### config.mk
export PLATFORM = sky130hd
export DESIGN_NAME = crd_drop_unit
export DESIGN_NICKNAME = d
export VERILOG_FILES = /design/src/rtl/crd_drop_unit_pkg.sv /design/src/rtl/crd_drop_unit_reg_fifo_2.sv /design/src/rtl/crd_drop_unit.sv
export SDC_FILE = /design/constraint.sdc
export NUM_CORES = 1
export LEC_CHECK = 0
export CAP_MARGIN = 25
export CORE_UTILIZATION = 34
export CTS_BUF_LIST = sky130_fd_sc_hd__clkbuf_16
export DETAILED_ROUTE_END_ITERATION = 6
export SLEW_MARGIN = 20
export SYNTH_ARGS = -nofsm -noshare
export SYNTH_HDL_FRONTEND = slang
export SYNTH_SLANG_ARGS = --single-unit
export TNS_END_PERCENT = 1
### constraint.sdc
create_clock -name clk -period 7.2 [get_ports clk]
set_clock_uncertainty 0.05 [all_clocks]
set_input_delay 0.72 -clock clk [delete_from_list [all_inputs] [get_ports clk]]
set_output_delay 0.72 -clock clk [all_outputs]
set_load 0.05 [all_outputs]
### src/rtl/crd_drop_unit_pkg.sv
// Shared token encoding, widths and FSM state type for the coordinate drop unit.
package crd_drop_unit_pkg;

  localparam int unsigned TOKEN_W  = 17;
  localparam int unsigned CTRL_BIT = 16;
  localparam int unsigned VALUE_W  = 16;
  localparam int unsigned LEVEL_W  = 8;
  localparam logic [TOKEN_W-1:0] DONE_TOKEN = 17'h10100;

  typedef struct packed {
    logic               ctrl;
    logic [VALUE_W-1:0] value;
  } token_t;

  typedef enum logic [1:0] {
    ST_IDLE = 2'd0,
    ST_PROC = 2'd1,
    ST_DONE = 2'd2
  } state_e;

  function automatic logic is_done(input token_t tok);
    return tok == token_t'(DONE_TOKEN);
  endfunction

  function automatic logic [LEVEL_W-1:0] stop_level(input token_t tok);
    return tok.value[LEVEL_W-1:0];
  endfunction

endpackage

### src/rtl/crd_drop_unit_reg_fifo_2.sv
// Two-entry registered ready/valid FIFO used to buffer each output stream.
module reg_fifo_2 #(
  parameter int unsigned W = 17
) (
  input  logic         clk,
  input  logic         rst,
  input  logic         en,
  input  logic [W-1:0] in_data,
  input  logic         in_valid,
  output logic         in_ready,
  output logic [W-1:0] out_data,
  output logic         out_valid,
  input  logic         out_ready
);

  logic [W-1:0] mem [2];
  logic         wr_ptr;
  logic         rd_ptr;
  logic [1:0]   count;
  logic         push;
  logic         pop;

  assign in_ready  = (count != 2'd2);
  assign out_valid = (count != 2'd0);
  assign out_data  = mem[rd_ptr];
  assign push      = en && in_valid && in_ready;
  assign pop       = en && out_valid && out_ready;

  always_ff @(posedge clk) begin
    if (rst) begin
      wr_ptr <= 1'b0;
      rd_ptr <= 1'b0;
      count  <= 2'd0;
    end else begin
      if (push) wr_ptr <= ~wr_ptr;
      if (pop)  rd_ptr <= ~rd_ptr;
      case ({push, pop})
        2'b10:   count <= count + 2'd1;
        2'b01:   count <= count - 2'd1;
        default: count <= count;
      endcase
    end
  end

  // Storage needs no reset; occupancy is tracked by count.
  always_ff @(posedge clk) begin
    if (push) mem[wr_ptr] <= in_data;
  end

endmodule

### src/rtl/crd_drop_unit.sv
// Drops outer coordinates whose inner fiber is empty; inner stream passes through.
module crd_drop_unit
  import crd_drop_unit_pkg::*;
(
  input  logic               clk,
  input  logic               rst,
  input  logic               clk_en,
  input  logic               flush,
  input  logic               tile_en,
  input  logic [TOKEN_W-1:0] crd_in_outer,
  input  logic               crd_in_outer_valid,
  output logic               crd_in_outer_ready,
  input  logic [TOKEN_W-1:0] crd_in_inner,
  input  logic               crd_in_inner_valid,
  output logic               crd_in_inner_ready,
  output logic [TOKEN_W-1:0] crd_out_outer,
  output logic               crd_out_outer_valid,
  input  logic               crd_out_outer_ready,
  output logic [TOKEN_W-1:0] crd_out_inner,
  output logic               crd_out_inner_valid,
  input  logic               crd_out_inner_ready
);

  state_e state, state_d;
  logic   nonempty, nonempty_d;
  token_t o_tok, i_tok;
  logic   active, clear;
  logic   o_space, i_space;
  logic   outer_rdy, inner_rdy;
  logic   o_xfer, i_xfer, push_o;
  logic   of_valid, if_valid;

  assign o_tok  = token_t'(crd_in_outer);
  assign i_tok  = token_t'(crd_in_inner);
  assign clear  = rst || flush;
  assign active = clk_en && tile_en && !clear && (state != ST_DONE);

  assign o_xfer = crd_in_outer_valid && outer_rdy;
  assign i_xfer = crd_in_inner_valid && inner_rdy;
  // Outer data is kept only when its inner fiber carried data; controls always pass.
  assign push_o = o_xfer && (o_tok.ctrl || nonempty);

  assign crd_in_outer_ready = outer_rdy;
  assign crd_in_inner_ready = inner_rdy;

  always_ff @(posedge clk) begin
    if (clear) begin
      state    <= ST_IDLE;
      nonempty <= 1'b0;
    end else if (clk_en) begin
      state    <= state_d;
      nonempty <= nonempty_d;
    end
  end

  always_comb begin
    outer_rdy  = 1'b0;
    inner_rdy  = 1'b0;
    nonempty_d = nonempty;
    state_d    = state;

    // Input handshakes: outer head steers whether the inner side may move.
    if (active) begin
      if (!crd_in_outer_valid) begin
        outer_rdy = o_space;
      end else if (is_done(o_tok)) begin
        if (crd_in_inner_valid && is_done(i_tok) && o_space && i_space) begin
          outer_rdy = 1'b1;
          inner_rdy = 1'b1;
        end
      end else if (o_tok.ctrl) begin
        outer_rdy = o_space;
      end else if (!crd_in_inner_valid || !i_tok.ctrl) begin
        inner_rdy = i_space;
      end else if (!is_done(i_tok)) begin
        inner_rdy = i_space && (o_space || !nonempty);
        outer_rdy = inner_rdy;
      end
    end

    if (i_xfer) nonempty_d = !i_tok.ctrl;

    case (state)
      ST_IDLE: begin
        if (o_xfer && is_done(o_tok)) state_d = ST_DONE;
        else if (active && (crd_in_outer_valid || crd_in_inner_valid)) state_d = ST_PROC;
      end
      ST_PROC: begin
        if (o_xfer && is_done(o_tok)) state_d = ST_DONE;
      end
      ST_DONE: begin
        if (!of_valid && !if_valid) state_d = ST_IDLE;
      end
      default: state_d = ST_IDLE;
    endcase
  end

  reg_fifo_2 #(.W(TOKEN_W)) u_fifo_outer (
    .clk       (clk),
    .rst       (clear),
    .en        (clk_en),
    .in_data   (crd_in_outer),
    .in_valid  (push_o),
    .in_ready  (o_space),
    .out_data  (crd_out_outer),
    .out_valid (of_valid),
    .out_ready (crd_out_outer_ready && tile_en)
  );

  reg_fifo_2 #(.W(TOKEN_W)) u_fifo_inner (
    .clk       (clk),
    .rst       (clear),
    .en        (clk_en),
    .in_data   (crd_in_inner),
    .in_valid  (i_xfer),
    .in_ready  (i_space),
    .out_data  (crd_out_inner),
    .out_valid (if_valid),
    .out_ready (crd_out_inner_ready && tile_en)
  );

  assign crd_out_outer_valid = of_valid && tile_en && clk_en;
  assign crd_out_inner_valid = if_valid && tile_en && clk_en;

endmodule

Yosys cells after proc, flatten, opt, wreduce, memory -nomap -nowiden

Memory sizes are Yosys's and may differ from the RTL's. A register that Yosys moved wholly into a read port is not among the register bits.
Index checks and enable logic that the tools add are counted.

Register bits: 11
Bits in writable memories: 68
Bits of input ports: 43
Output and inout bits: 38
Word-level logic and storage cells: 104
Memories: 2

Add/sub/neg operators: 4
Equality and inequality tests: 14
Muxes and demuxes: 27
Bitwise gates (word level): 4
Reductions and logical operators: 45

Memories:

| name             | depth | bits a word | rd ports | clocked after memory_dff | wr ports | line                           | RTL |
|---|---|---|---|---|---|---|---|
| u_fifo_inner.mem | 2     | 17          | 1        | 1                        | 1        | crd_drop_unit_reg_fifo_2.sv:16 | `logic [W-1:0] mem [2];` |
| u_fifo_outer.mem | 2     | 17          | 1        | 1                        | 1        | crd_drop_unit_reg_fifo_2.sv:16 |  |

Operator list:

| cell                                                 | count |
|---|---|
| equality test 17 bit (second input constant)         | 2 |
| logical AND 1 bit                                    | 27 |
| 2-to-1 mux 1 bit                                     | 20 |
| inequality test 2 bit (second input constant)        | 5 |
| 2-to-1 mux 2 bit                                     | 4 |
| case mux 2 bit (2 select lines)                      | 2 |
| nonzero test 2 bit                                   | 4 |
| equality test 2 x 1 -> 1 bit (second input constant) | 3 |
| equality test 2 bit (second input constant)          | 3 |
| logical NOT 1 bit                                    | 6 |
| case mux 2 bit (3 select lines)                      | 1 |
| logical OR 1 bit                                     | 5 |
| adder 2 x 1 -> 2 bit (second input constant)         | 2 |
| NOT 1 bit                                            | 4 |
| AND reduction 4 bit                                  | 1 |
| subtractor 2 x 1 -> 2 bit (second input constant)    | 2 |
| inequality test 3 bit (second input constant)        | 1 |
| logical NOT 2 bit                                    | 1 |
| AND reduction 2 bit                                  | 1 |

Depth between registers and ports, before layout

Gate-level depths: netlist (run 1).

Depth in word-level cells: 15
Gate-level depth with buffers: 10
Mapped depth without buffers: 9

Cells and area by module

Synthesis (run 1) repeated with hierarchy kept, for this count alone.

Cells, all modules: 214
Area total of the unflattened synthesis: 3323.2 um2

By module, submodules not included:

| module        | times used | cells an instance | area each (um2) | sequential area each (um2) |
|---|---|---|---|---|
| reg_fifo_2    | 2          | 78                | 1447.6          | 1121.1 |
| crd_drop_unit | 1          | 58                | 427.9           | 60.1 |

Least setup slack after synthesis (run 1)

Ideal clock, no wire load.

Kind: input port to output port
Start point: input port crd_in_inner[4]
End point: output port crd_in_outer_ready
Arrival: 2720 ps
Required time: 6430 ps
Slack: 3710 ps
Stages on the path: 5
Path buffers: 0
Cells stage by stage: nor4_1 -> nand3_1 -> nor3b_1 -> o21ai_2 -> o311ai_1

Cells in the longest elaborated chain, start to end: 8
Elaborated cells on any way between the ends: 11

Ends and longest elaborated chain:

| what                            | line                    | RTL |
|---|---|---|
| start: declaration              | crd_drop_unit.sv:13     | `input logic [TOKEN_W-1:0] crd_in_inner,` |
| equality test 17 bit *          | crd_drop_unit_pkg.sv:22 | `return tok == token_t'(DONE_TOKEN);` |
| logical AND 1 bit (3 in series) | crd_drop_unit.sv:67     | `if (crd_in_inner_valid && is_done(i_tok) && o_space && i_space) begin` |
| 2-to-1 mux 1 bit                | crd_drop_unit.sv:67     |  |
| 2-to-1 mux 1 bit *              | crd_drop_unit.sv:66     | `end else if (is_done(o_tok)) begin` |
| 2-to-1 mux 1 bit *              | crd_drop_unit.sv:64     | `if (!crd_in_outer_valid) begin` |
| 2-to-1 mux 1 bit *              | crd_drop_unit.sv:63     | `if (active) begin` |
| end: declaration                | crd_drop_unit.sv:12     | `output logic crd_in_outer_ready,` |

Every way passes the cells marked *; elsewhere a longest branch is shown, timed or not.

Worst setup path after layout (run 1)

Start point: input port crd_in_inner[3]
End point: output port crd_in_outer_ready

The elaborated chain is that of the path after synthesis.

==> metrics list, run 1 <==
- Maximum Capacitance Violations: 0
- The worst setup path is launched from an input pin.
- Setup violations, final: 0
* Floorplan die height: ~100 um
- Clock tree from TritonCTS: yes
- Routed wire per std cell: 14.6 um
* Status: complete, no violations
- Unrepaired setup endpoints after global routing: false
- Weighted congestion at the end of routability-driven global placement: 0.732
- Yosys printed 0 warnings.
- Leading cell types by total area after synthesis: sky130_fd_sc_hd__edfxtp_1 (62%), sky130_fd_sc_hd__mux2_2 (12%), sky130_fd_sc_hd__dfxtp_1 (7.9%)
* Power Total: 0.000982 W
- Post-cts hold buffer count: 0
* Clk pwr share: 0.433
- Detailed-placement wirelength estimate: ~4.5 mm
- From left edge to right edge, the die measures 100 um.
- Of the total power, registers draw 0.519.
* Number of remaining DRC errors: 0
- DRT Wirelength: 6.34 mm
- Final min period: approximately 4.2 ns
- In this run the number of H-tree levels came out at 3.
- In this run the standard cell core region covers a little over 9000 sq um.
- The critical path is of the input pin to output pin type.
* Post-synth net total: 257
- Gates resized during post-CTS repair numbered 0.
- The number of antenna violations at the first check in global routing was 0.
* Iter 0 DRT Violations: 52
- For the pin with the worst max-slew slack, the measured transition is 0.809 ns.
- For this run, the leading register cell type out of synthesis is sky130_fd_sc_hd__edfxtp_1.
- In this run the cell area of the synthesized design comes to around 3300 sq um.
- Async set-reset flop share out of synthesis: 0
- The later pin in the worst-skew pair is clocked with a latency of 0.32 ns.
- Wire segments on met3 add up to 258 um in the final route.
* Relative area change from synthesis to final layout: 37.8%
* Die area: roughly 10,000 sq um
* Total count of hold-check failures in the final report: 0
- Detail Route met2 WL: 3.14 mm
* Fraction of power spent switching nets: 0.189
- Post-layout instance area: 4510 sq um
- I/O pin count: 81
- On the final layout, the worst hold slack is between 0.4 and 0.5 ns.
- For the worst setup path, the data arrival time is 3.42 ns.
- The first global-routing pass estimated between 9 and 10 mm of wire.
- Share of the synthesized area in the top cell type: 0.623
- Gr usage total: 0.133
* Vias per inst: 4.60
- Highest clock rate: 239 MHz
- At the end of the flow the core is filled with cells to 0.486.
- The first TritonRoute pass finished after 4 iterations.
* Row count: 35
- Counting the fill cells in the layout gives ~850.
- The routed layout has between 1,500 and 2,000 vias.
- Post-synth top cells: sky130_fd_sc_hd__edfxtp_1 (68), sky130_fd_sc_hd__mux2_2 (34), sky130_fd_sc_hd__nor2_1 (19)
- Met1 wire length: 2.84 mm
* Clock Sink Count: 81
- Entering global routing, the biggest net connects 18 pins.
- The worst pin sits at a relative slew slack of 0.460.
- The synthesized design spends more area on one cell type than any other, namely sky130_fd_sc_hd__edfxtp_1.
- In this run the top signal layer used is met4.
* Via count of the first global-routing pass: 1,986
- In the final layout, the share of cells above drive strength 1 is 0.184.
* # port buffers: 80
- Starting Density: 0.353
* Count of nets after finishing: 346
* Post-detailed-route count of antenna-violating nets: 0
- Count of buffers added by post-CTS timing repair for setup: 0
* Number of register bits inferred by synthesis: just over 80
* Unique masters post-synth: just over 40
- Number of diodes: 0
* Clk slew on worst S/H paths: 0.06 ns
- Area post-placement: around 4200 sq um
- Power spread over the standard cell area amounts to ~220 nW/um^2.
- Critical path endpoint category: output pin
- Crit path max fanout: 6
- Average footprint of a synthesized cell: 15.5 sq um
- Hold Crit Class: register to register
* Top-count cell post-synth: sky130_fd_sc_hd__edfxtp_1
- TritonCTS created 9 clock buffers.
* Clock tree buffer depth: 2
* Post-synthesis sequential area ratio: 0.703
- Internal cell power: 0.000797 W
- Counting flops with a built-in enable in the synthesized netlist gives 68.
* Tcrit/Tclk final: 0.582
- Adding up every negative setup slack in the final design gives 0 ns.
- The worst-case IR drop observed on VDD is between 0.1 and 0.15 mV.
- Total congestion overflow: 0
- The final max-slew violation count was 0.
* Data required, critical path: 6.43 ns
- Combinational cell fraction of total power: 0.048
- Static leakage power: 1.48 nW
- CTS placed an instance of sky130_fd_sc_hd__clkbuf_16 at the clock tree root.
* Total net switching power: roughly 0.00019 W
- Synthesis produced 212 cells.
[per-stage QoR]
stage	instances	setup WS, ns
floorplan	212	3.71
global placement	419	3.02
detailed placement	419	3.01
CTS	433	2.97
global route	433	2.69
finish	433	3.01
[layout by cell type (no fill, tap or decap), types with 2 or more instances in the layout]
master / Yosys / layout
sky130_fd_sc_hd__nor2b_1: 2 / 2
sky130_fd_sc_hd__ha_1: 2 / 2
sky130_fd_sc_hd__a21oi_1: 3 / 3
sky130_fd_sc_hd__nor4b_1: 2 / 2
sky130_fd_sc_hd__or2_1: 2 / 2
sky130_fd_sc_hd__nor2_1: 19 / 19
sky130_fd_sc_hd__buf_4: 0 / 4
sky130_fd_sc_hd__dfxtp_1: 13 / 13
sky130_fd_sc_hd__xnor2_1: 4 / 4
sky130_fd_sc_hd__mux2i_1: 2 / 2
sky130_fd_sc_hd__nor3_1: 5 / 5
sky130_fd_sc_hd__clkdlybuf4s50_1: 0 / 80
sky130_fd_sc_hd__o21ai_0: 2 / 2
sky130_fd_sc_hd__inv_1: 6 / 7
sky130_fd_sc_hd__or3_1: 5 / 5
sky130_fd_sc_hd__and2_1: 3 / 3
sky130_fd_sc_hd__xor2_1: 2 / 2
sky130_fd_sc_hd__clkbuf_16: 0 / 9
sky130_fd_sc_hd__nor4_1: 3 / 3
sky130_fd_sc_hd__nand2_1: 9 / 9
sky130_fd_sc_hd__mux2_2: 34 / 34
sky130_fd_sc_hd__edfxtp_1: 68 / 68
[state kept, by name (all words and copies together) (netlist names), named ones only]
name and count:
u_fifo_outer.rd_ptr 1, u_fifo_outer.mem 34, u_fifo_outer.count 2, u_fifo_inner.count 2, u_fifo_outer.wr_ptr 1, u_fifo_inner.mem 34
nonempty 1, u_fifo_inner.wr_ptr 1, state 2, u_fifo_inner.rd_ptr 1
[metal layers]
metal	GRT usage	vias up
met5	0	-
met4	0.0669	0
met3	0.0286	8
met2	0.213	45
met1	0.170	969
li1	-	970
[final timing paths]
path | from | end | slack [ns] | cells past startpoint
setup reg to reg | u_fifo_outer.count[0]$_SDFFE_PP0P_ | u_fifo_outer.count[1]$_SDFFE_PP0P_ | 4.65 | 8
setup / recovery | crd_in_inner[3] | crd_in_outer_ready | 3.01 | 7
hold / removal | u_fifo_outer.wr_ptr$_SDFFE_PP0P_ | u_fifo_outer.wr_ptr$_SDFFE_PP0P_ | 0.44 | 1
hold reg to reg | u_fifo_outer.wr_ptr$_SDFFE_PP0P_ | u_fifo_outer.wr_ptr$_SDFFE_PP0P_ | 0.44 | 1
[critical path, cell delays in order]
cell,delay [ns]
sky130_fd_sc_hd__clkdlybuf4s50_1,0.44
sky130_fd_sc_hd__nor4_1,0.40
sky130_fd_sc_hd__nand2_1,0.13
sky130_fd_sc_hd__nor3b_1,0.37
sky130_fd_sc_hd__o21ai_2,0.14
sky130_fd_sc_hd__o311ai_1,0.33
sky130_fd_sc_hd__clkdlybuf4s50_1,0.88
[power groups by stage]
stage / Combinational, W / Sequential, W / Clock (W)
after floorplan: 0.0000139 / 0.000520 / 0
after global placement: 0.0000468 / 0.000519 / 0
after detailed placement: 0.0000477 / 0.000519 / 0
after CTS: 0.0000479 / 0.000510 / 0.000434
after global routing: 0.0000509 / 0.000509 / 0.000454
final: 0.0000473 / 0.000510 / 0.000426
[cell families after synthesis]
kind of cell	Yosys count	share of synthesized area
AO/OA/AOI/OAI	19	0.0455
XOR/XNOR	6	0.0160
adder cells (fa/ha/maj)	2	0.00764
buffers and inverters	12	0.0160
flip-flops	81	0.703
multiplexers	36	0.123
AND/OR/NAND/NOR	56	0.0890
[layout make-up]
class / count / area (sq um) / area share
inverters: 6 / 22.5 / 0.00499
repair buffers: 84 / 831 / 0.184
clock buffers: 9 / 225 / 0.0499
well taps: 129 / 161 / 0.0358
flip-flops and latches: 81 / 2300 / 0.510
multi-input cells: 119 / 921 / 0.204
clock inverters: 5 / 50.0 / 0.0111
No activity file was read; power rests on OpenSTA's default activity.
==> run 2: changes to the inputs <==
clock period = 3.63 ns   (was 7.2 ns; I/O delays follow)
==> run 2 against run 1 <==
Against the previous run: critical path depth did not move; utilization grew 0.57 points; register-to-register slack got worse by 3.6 ns; first-iteration DRC count grew 15%; cell count grew 0.92%; clock-buffer cell count did not move; critical path type unchanged; largest cell class unchanged.
==> metrics list, run 2 (same netlist as run 1, synthesis figures left out) <==
- The all-layer global routing usage was 0.134 (+0.00137).
* Count of buffers added by post-CTS timing repair for setup: 0 (unchanged)
- The number of antenna cells inserted came to 0 (unchanged).
- The post-detailed-route DRC marker count came to 0 (unchanged).
* Most frequent standard cell in the layout excluding fill and tap cells: sky130_fd_sc_hd__clkdlybuf4s50_1
- The final number of hold-violating endpoints was 0 (unchanged).
- The required arrival time at the worst endpoint came to 3.22 ns (-3.21 ns).
- The net count of the finished layout is 349 (+0.87%).
* Count of vias placed by the detailed router: 2,031 (+2.0%)
- CTS H-Tree Depth: 3 (unchanged)
* Worst Setup Start Kind: input pin
- Most frequent cells in the layout: sky130_fd_sc_hd__clkdlybuf4s50_1 (78), sky130_fd_sc_hd__edfxtp_1 (68), sky130_fd_sc_hd__mux2_2 (34), sky130_fd_sc_hd__nor2_1 (19), sky130_fd_sc_hd__dfxtp_1 (13)
- Power Density: 445 nW/um^2 (+100%)
* Clock tree buffer depth: 2 (unchanged)
* FF-to-FF End: u_fifo_inner.count[1]$_SDFFE_PP0P_
- STA classifies the critical path endpoint as an output pin.
* Highest clock rate: 337 MHz
* GR Util met1: 0.172 (+0.00127)
- Power Total: 0.00203 W (+110%)
* Static leakage power: 1.52 nW (+2.5%)
- The final-layout fill cell count came to 843 (-1.3%).
- The overall die height was 100 um (unchanged).
- The final estimated routing congestion in global placement was 0.724 (-1.1%).
- The final cell count without fillers was 437 (+0.92%).
- The overall overflow remaining after global route was 0 (unchanged).
- The number of I/O port buffers is 80 (unchanged).
- Setup repair after global routing left no endpoint under its margin.
- The placeable core region is 9280 sq um (unchanged).
- The worst-case headroom to the max-slew limit was 0.446 (-0.0144).
* Crit path max fanout: 6 (unchanged)
* Hold Crit Class: register to register
- Final min period: 2.97 ns
- The arrival time reported for the critical path endpoint is 2.56 ns (-0.86 ns).
* Detailed-placement wirelength estimate: 4.58 mm (+2.8%)
* Clock tree from TritonCTS: yes
* WHS Endpoint: u_fifo_outer.wr_ptr$_SDFFE_PP0P_
- The final max-slew violation count is 0 (unchanged).
- Tcrit/Tclk final: 0.818
- Die area: 10,000 sq um (unchanged)
- Transition at the pin with the smallest max-transition slack: 0.830 ns (+0.0216 ns)
- Worst Hold Path Cells: 1 (unchanged)
- The worst hold path begins at u_fifo_outer.wr_ptr$_SDFFE_PP0P_.
* Starting Density: 0.353 (unchanged)
- Wire length of the first global-routing pass: 10.0 mm (+0.97%)
* Global-route layer with the greatest usage: met2
- First-pass iteration count of the detailed router: 4 (unchanged)
- The worst-case vdd ir drop was 0.258 mV (+110%).
* Post-cts hold buffer count: 0 (unchanged)
- Vias per inst: 4.65 (+1.0%)
* Via count of the first global-routing pass: 2,028 (+2.1%)
- Largest registers in the final layout: u_fifo_inner.mem x34, u_fifo_outer.mem x34
- The max-capacitance violation count is 0 (unchanged).
- Row count: 35 (unchanged)
- The critical path goes through clkdlybuf4s50_1, nor4_1, nand2_1, nor3b_1, o21ai_2, o311ai_1, buf_4.
- Met2 usage: 0.216 (+0.00263)
- Max stage delay cell, worst path: sky130_fd_sc_hd__clkdlybuf4s50_1
- Utilization after layout: 0.492 (+0.00566)
- DRT Wirelength: 6.49 mm (+2.2%)
- Iter 0 DRT Violations: 60 (+15%)
* Cell class contributing the biggest share of worst-path delay: simple AND/OR/NAND/NOR gates
* Setup TNS: 0 ns (unchanged)
* # resized after CTS: 0 (unchanged)
- Status: complete, no violations
- Relative area change from synthesis to final layout: 39.4%
* Number of antenna violations at the first check in global routing: 0 (unchanged)
- The share of layout cells above drive strength 1 came to 0.205 (+0.0203).
* Start of the worst register-to-register path: u_fifo_inner.count[0]$_SDFFE_PP0P_
- The largest stage delay on the critical path came to 0.44 ns (-0.44 ns).
- The latest clock arrival within the worst-skew pair is 0.32 ns (about the same).
- Clock tree root buffer cell: sky130_fd_sc_hd__clkbuf_16
- The sink count of the clock tree is 81 (unchanged).
* Setup violations, final: 0 (unchanged)
- The critical path buffer and inverter count was 2 (unchanged).
- Num CTS Buffers: 9 (unchanged)
- The met3 capacity usage during global routing was 0.0355 (+0.00696).
- The remaining antenna violation count was 0 (unchanged).
- The number of top-level design ports came to 81 (unchanged).
- The worst hold margin was 0.439 ns (+0.00258 ns).
- The horizontal die dimension came to 100 um (unchanged).
* Clk slew on worst S/H paths: 0.05 ns (about the same)
* R2R depth: 8 (unchanged)
- The setup slack of the most critical reg-to-reg path is 1.02 ns (-3.63 ns).
- Setup CP Type: input pin to output pin
* Maximum number of pins on one net before global-route repair: 18 (unchanged)
* Placed cells: 422 (+0.72%)
* Routed wire per std cell: 14.8 um (+1.3%)
==> run 2: where the power goes <==
part | switching, W | total, W | internal [W]
Clock | 0.000333 | 0.000928 | 0.000595
Combinational | 0.0000412 | 0.0000947 | 0.0000535
Sequential | 0.00000102 | 0.00101 | 0.00101
==> run 2: how the worst max path moves through the flow <==
stage,slack (ns),to,start,cells past startpoint
floorplan,0.85,crd_in_outer_ready,crd_in_inner[4],5
global placement,0.48,u_fifo_inner.count[1]$_SDFFE_PP0P_,crd_in_inner[7],9
detailed placement,0.43,u_fifo_inner.count[1]$_SDFFE_PP0P_,crd_in_inner[3],9
CTS,0.67,crd_in_outer_ready,crd_in_inner[3],7
global route,0.43,crd_in_outer_ready,crd_in_inner[3],7
finish,0.66,crd_in_outer_ready,crd_in_inner[3],7
==> run 2: metal layers <==
metal  vias to the layer above  routed length (um)  share of wire
met3                        11                 308          0.047
met5                         -                   0              0
met2                        52                3140           0.48
met4                         0                 140          0.022
met1                       981                2900           0.45
li1                        987                   -              -
==> run 2: final cells by class <==
cell class	count	area, sq um	area share
clock buffer	9	225	0.0493
clock inverter	6	85.1	0.0186
inverter	6	22.5	0.00493
multi-input combinational	119	921	0.202
sequential	81	2300	0.504
tap	129	161	0.0354
timing repair buffer	87	848	0.186
==> run 2: per-stage QoR <==
step                      setup slack, ns  instance area [sq um]
after global routing                0.434                   4570
after floorplan                     0.854                   3280
after detailed placement            0.426                   4260
final                               0.660                   4570
after global placement              0.477                   4260
after CTS                           0.673                   4570
==> run 2: worst register-to-register path: cells and delay by family, from the launching register on <==
kind / cells / cell delay [ns]
adders and majority gates: 1 / 0.36
and+or+nand+nor: 5 / 1.41
DFF: 1 / 0.43
AOI/OAI and AO/OA: 2 / 0.28
==> run 3: changes to the inputs <==
clock period = 2.6 ns   (was 3.63 ns; I/O delays follow)
==> run 3 against run 2 <==
Against the previous run: flip-flop and latch count is the same; combinational power grew 88%; routed wire length grew 9.8%; largest cell class unchanged; global-route usage grew 1.7 points; die area is the same; sequential share of layout area shrank 5.1 points.
==> metrics list, run 3 (same netlist as run 1, synthesis figures left out) <==
- The routed length on met3 is 190 um (-38%).
* Transition at the pin with the smallest max-transition slack: 0.525 ns (-0.306 ns)
- Leaving out fill and tap cells, the most frequent cell in the layout is sky130_fd_sc_hd__edfxtp_1.
- Clock tree from TritonCTS: yes
* Fillers: 792 (-6.0%)
- Data required, critical path: 2.29 ns (-0.93 ns)
- The starting utilization of the core area came to 0.353 (unchanged).
- Most frequent cells in the layout: sky130_fd_sc_hd__edfxtp_1 (68), sky130_fd_sc_hd__clkdlybuf4s50_1 (60), sky130_fd_sc_hd__buf_4 (49), sky130_fd_sc_hd__mux2_2 (34), sky130_fd_sc_hd__nor2_1 (19)
- The overall die height came to 100 um (unchanged).
- Fraction of power spent switching nets: 0.190 (+0.00545)
* First-pass iteration count of the detailed router: 4 (unchanged)
- The area of the die came to 10,000 sq um (unchanged).
* CTS H-Tree Depth: 3 (unchanged)
- The post-detailed-route DRC marker count is 0 (unchanged).
- Area of the core: 9280 sq um (unchanged)
* Post-detailed-route count of antenna-violating nets: 0 (unchanged)
- Static leakage power: 1.91 nW (+26%)
- The DRC violation total after the first TritonRoute iteration came to 48 (-20%).
- The number of antenna violations at the first check in global routing came to 0 (unchanged).
- Clock tree buffer depth: 2 (unchanged)
- # port buffers: 80 (unchanged)
* Worst Setup Start Kind: input pin
- The final routed wire length divided by cell count is 14.8 um (-0.28%).
- The final cell count without fillers is 481 (+10%).
- Count of vias placed by the detailed router: 2,202 (+8.4%)
* Detail Route met2 WL: 3.73 mm (+19%)
- The ratio of total power to cell area came to 570 nW/um^2 (+28%).
* Weighted congestion at the end of routability-driven global placement: 0.802 (+11%)
- After detailed routing, no signal wire sits above met4.
- The quantity of hold-fixing buffers added after cts was 0 (unchanged).
- Subtracting the final worst setup slack from the clock period gives between 2 and 2.5 ns.
- Placed cells: 466 (+10%)
* Highest clock rate: 401 MHz
- Vias per inst: 4.58 (-1.5%)
* Crit path max fanout: 5 (-1)
- Pins Over Slew Limit: 0 (unchanged)
- The net count of the finished layout came to 393 (+13%).
- I/O pin count: 81 (unchanged)
* Num CTS Buffers: 9 (unchanged)
- Normalized max-slew margin: 0.649 (+0.203)
- Clock Sink Count: 81 (unchanged)
- Power Total: 0.00290 W (+42%)
* Met1 wire length: 3.14 mm (+8.5%)
* Number of diodes: 0 (unchanged)
- The share of power burned in registers came to 0.487 (-0.010).
* Maximum resistive drop on vdd: 0.301 mV (+17%)
- Critical path endpoint category: output pin
- The overall overflow remaining after global route came to 0 (unchanged).
- The number of global-route vias before repair came to 2,342 (+15%).
* Setup CP Type: input pin to output pin
- Relative area change from synthesis to final layout: 55.1%
- The clock group share of total power was 0.451 (-0.005).
- The latest clock arrival within the worst-skew pair is 0.32 ns (about the same).
- Signal arrival time at the worst endpoint: 2.18 ns (-0.38 ns)
- The share of layout cells above drive strength 1 was 0.330 (+0.125).
- Chip width: 100 um (unchanged)
- The flow ran to the end, and the final reports show no timing, DRC or antenna violations.
- Internal cell power: 0.00235 W (+41%)
- The number of endpoints failing setup at the final stage came to 0 (unchanged).
- Total count of hold-check failures in the final report: 0 (unchanged)
- The worst hold path belongs to the class input pin to register.
* Gr usage total: 0.151 (+0.0171)
- Dividing the final minimum period by the clock period gives 0.958.
- Detailed-placement wirelength estimate: 5.05 mm (+10%)
- Combinational cell fraction of total power: 0.062 (+0.015)
- Total net switching power: 0.000550 W (+47%)
- DRT Wirelength: 7.12 mm (+9.8%)
* Maximum Capacitance Violations: 0 (unchanged)
- Worst hold slack: 0.143 ns (-0.296 ns)
- The global-route wire length before repair came to 11.4 mm (+14%).
* Largest registers in the final layout: u_fifo_inner.mem x34, u_fifo_outer.mem x34
- Row count: 35 (unchanged)
- The pin count of the biggest net entering global routing is 18 (unchanged).
- Clock tree root buffer cell: sky130_fd_sc_hd__clkbuf_16
- The post-CTS clock slew at the launch and capture registers of the worst setup and hold paths came to 0.06 ns (about the same).
run 3: cell types whose count changed in the layout (fill, tap and decap cells not counted), moves of 3 or more:
cell / delta
sky130_fd_sc_hd__buf_4: +40
sky130_fd_sc_hd__clkdlybuf4s50_1: -18
sky130_fd_sc_hd__nor4_1: -3
sky130_fd_sc_hd__buf_12: +4
sky130_fd_sc_hd__dlymetal6s2s_1: +17
run 3: what timing repair did:
| action | CTS | global route |
|---|---|---|
| setup buffers | 0 | 1 |
| endpoints found under the setup margin | 38 | 73 |
| resized for setup | 6 | 26 |
| pin swaps | 3 | 12 |
run 3: final cells by class:
class	instances	area, sq um	share of cell area
Timing Repair Buffer	131	1270	0.250
Sequential cell	81	2300	0.453
Inverter	6	22.5	0.00443
Tap cell	129	161	0.0318
Clock buffer	9	225	0.0443
Clock inverter	6	83.8	0.0165
Multi-Input combinational cell	119	1010	0.200
run 3: final timing paths:
path | startpoint | slack [ns] | cells past startpoint | to
worst max-delay path | crd_in_outer[11] | 0.11 | 9 | crd_in_outer_ready
worst min-delay path | crd_in_outer[6] | 0.14 | 1 | u_fifo_outer.mem[1][6]$_DFFE_PP_
worst min register to register | state[1]$_SDFFE_PP0P_ | 0.45 | 2 | state[1]$_SDFFE_PP0P_
worst max register to register | u_fifo_inner.count[0]$_SDFFE_PP0P_ | 0.23 | 8 | u_fifo_outer.count[1]$_SDFFE_PP0P_
run 3: power by group through the flow:
| stage | combinational, W | clock (W) | sequential (W) |
|---|---|---|---|
| 2_1_floorplan | 0.0000384 | 0 | 0.00144 |
| 3_3_place_gp | 0.000169 | 0 | 0.00144 |
| 3_5_place_dp | 0.000172 | 0 | 0.00144 |
| 4_1_cts | 0.000176 | 0.00134 | 0.00141 |
| 5_1_grt | 0.000191 | 0.00139 | 0.00141 |
| 6_report | 0.000178 | 0.00131 | 0.00141 |
run 3: metal layers:
layer  up-vias  global-route usage
li1       1071                   -
met4         0              0.0602
met2        38               0.260
met3         5              0.0334
met5         -                   0
met1      1088               0.186
run 3: critical path, stage by stage:
cell,delay (ns)
sky130_fd_sc_hd__clkdlybuf4s50_1,0.46
sky130_fd_sc_hd__nor4b_4,0.25
sky130_fd_sc_hd__nand2_1,0.11
sky130_fd_sc_hd__or3_4,0.35
sky130_fd_sc_hd__o21ai_4,0.20
sky130_fd_sc_hd__o21bai_1,0.14
sky130_fd_sc_hd__o311ai_1,0.11
sky130_fd_sc_hd__buf_4,0.16
sky130_fd_sc_hd__buf_12,0.14
run 3: metrics by stage:
step / setup TNS, ns / util / worst slack (ns) / instance area, sq um
after floorplan: -2.75 / - / -0.0420 / 3280
after global placement: -22.95 / 0.499 / -0.393 / 4640
after detailed placement: -23.75 / 0.499 / -0.405 / 4640
after CTS: -0.0375 / 0.536 / -0.0375 / 4970
after global routing: -0.00709 / 0.547 / -0.00709 / 5080
final: 0 / 0.547 / 0.109 / 5080
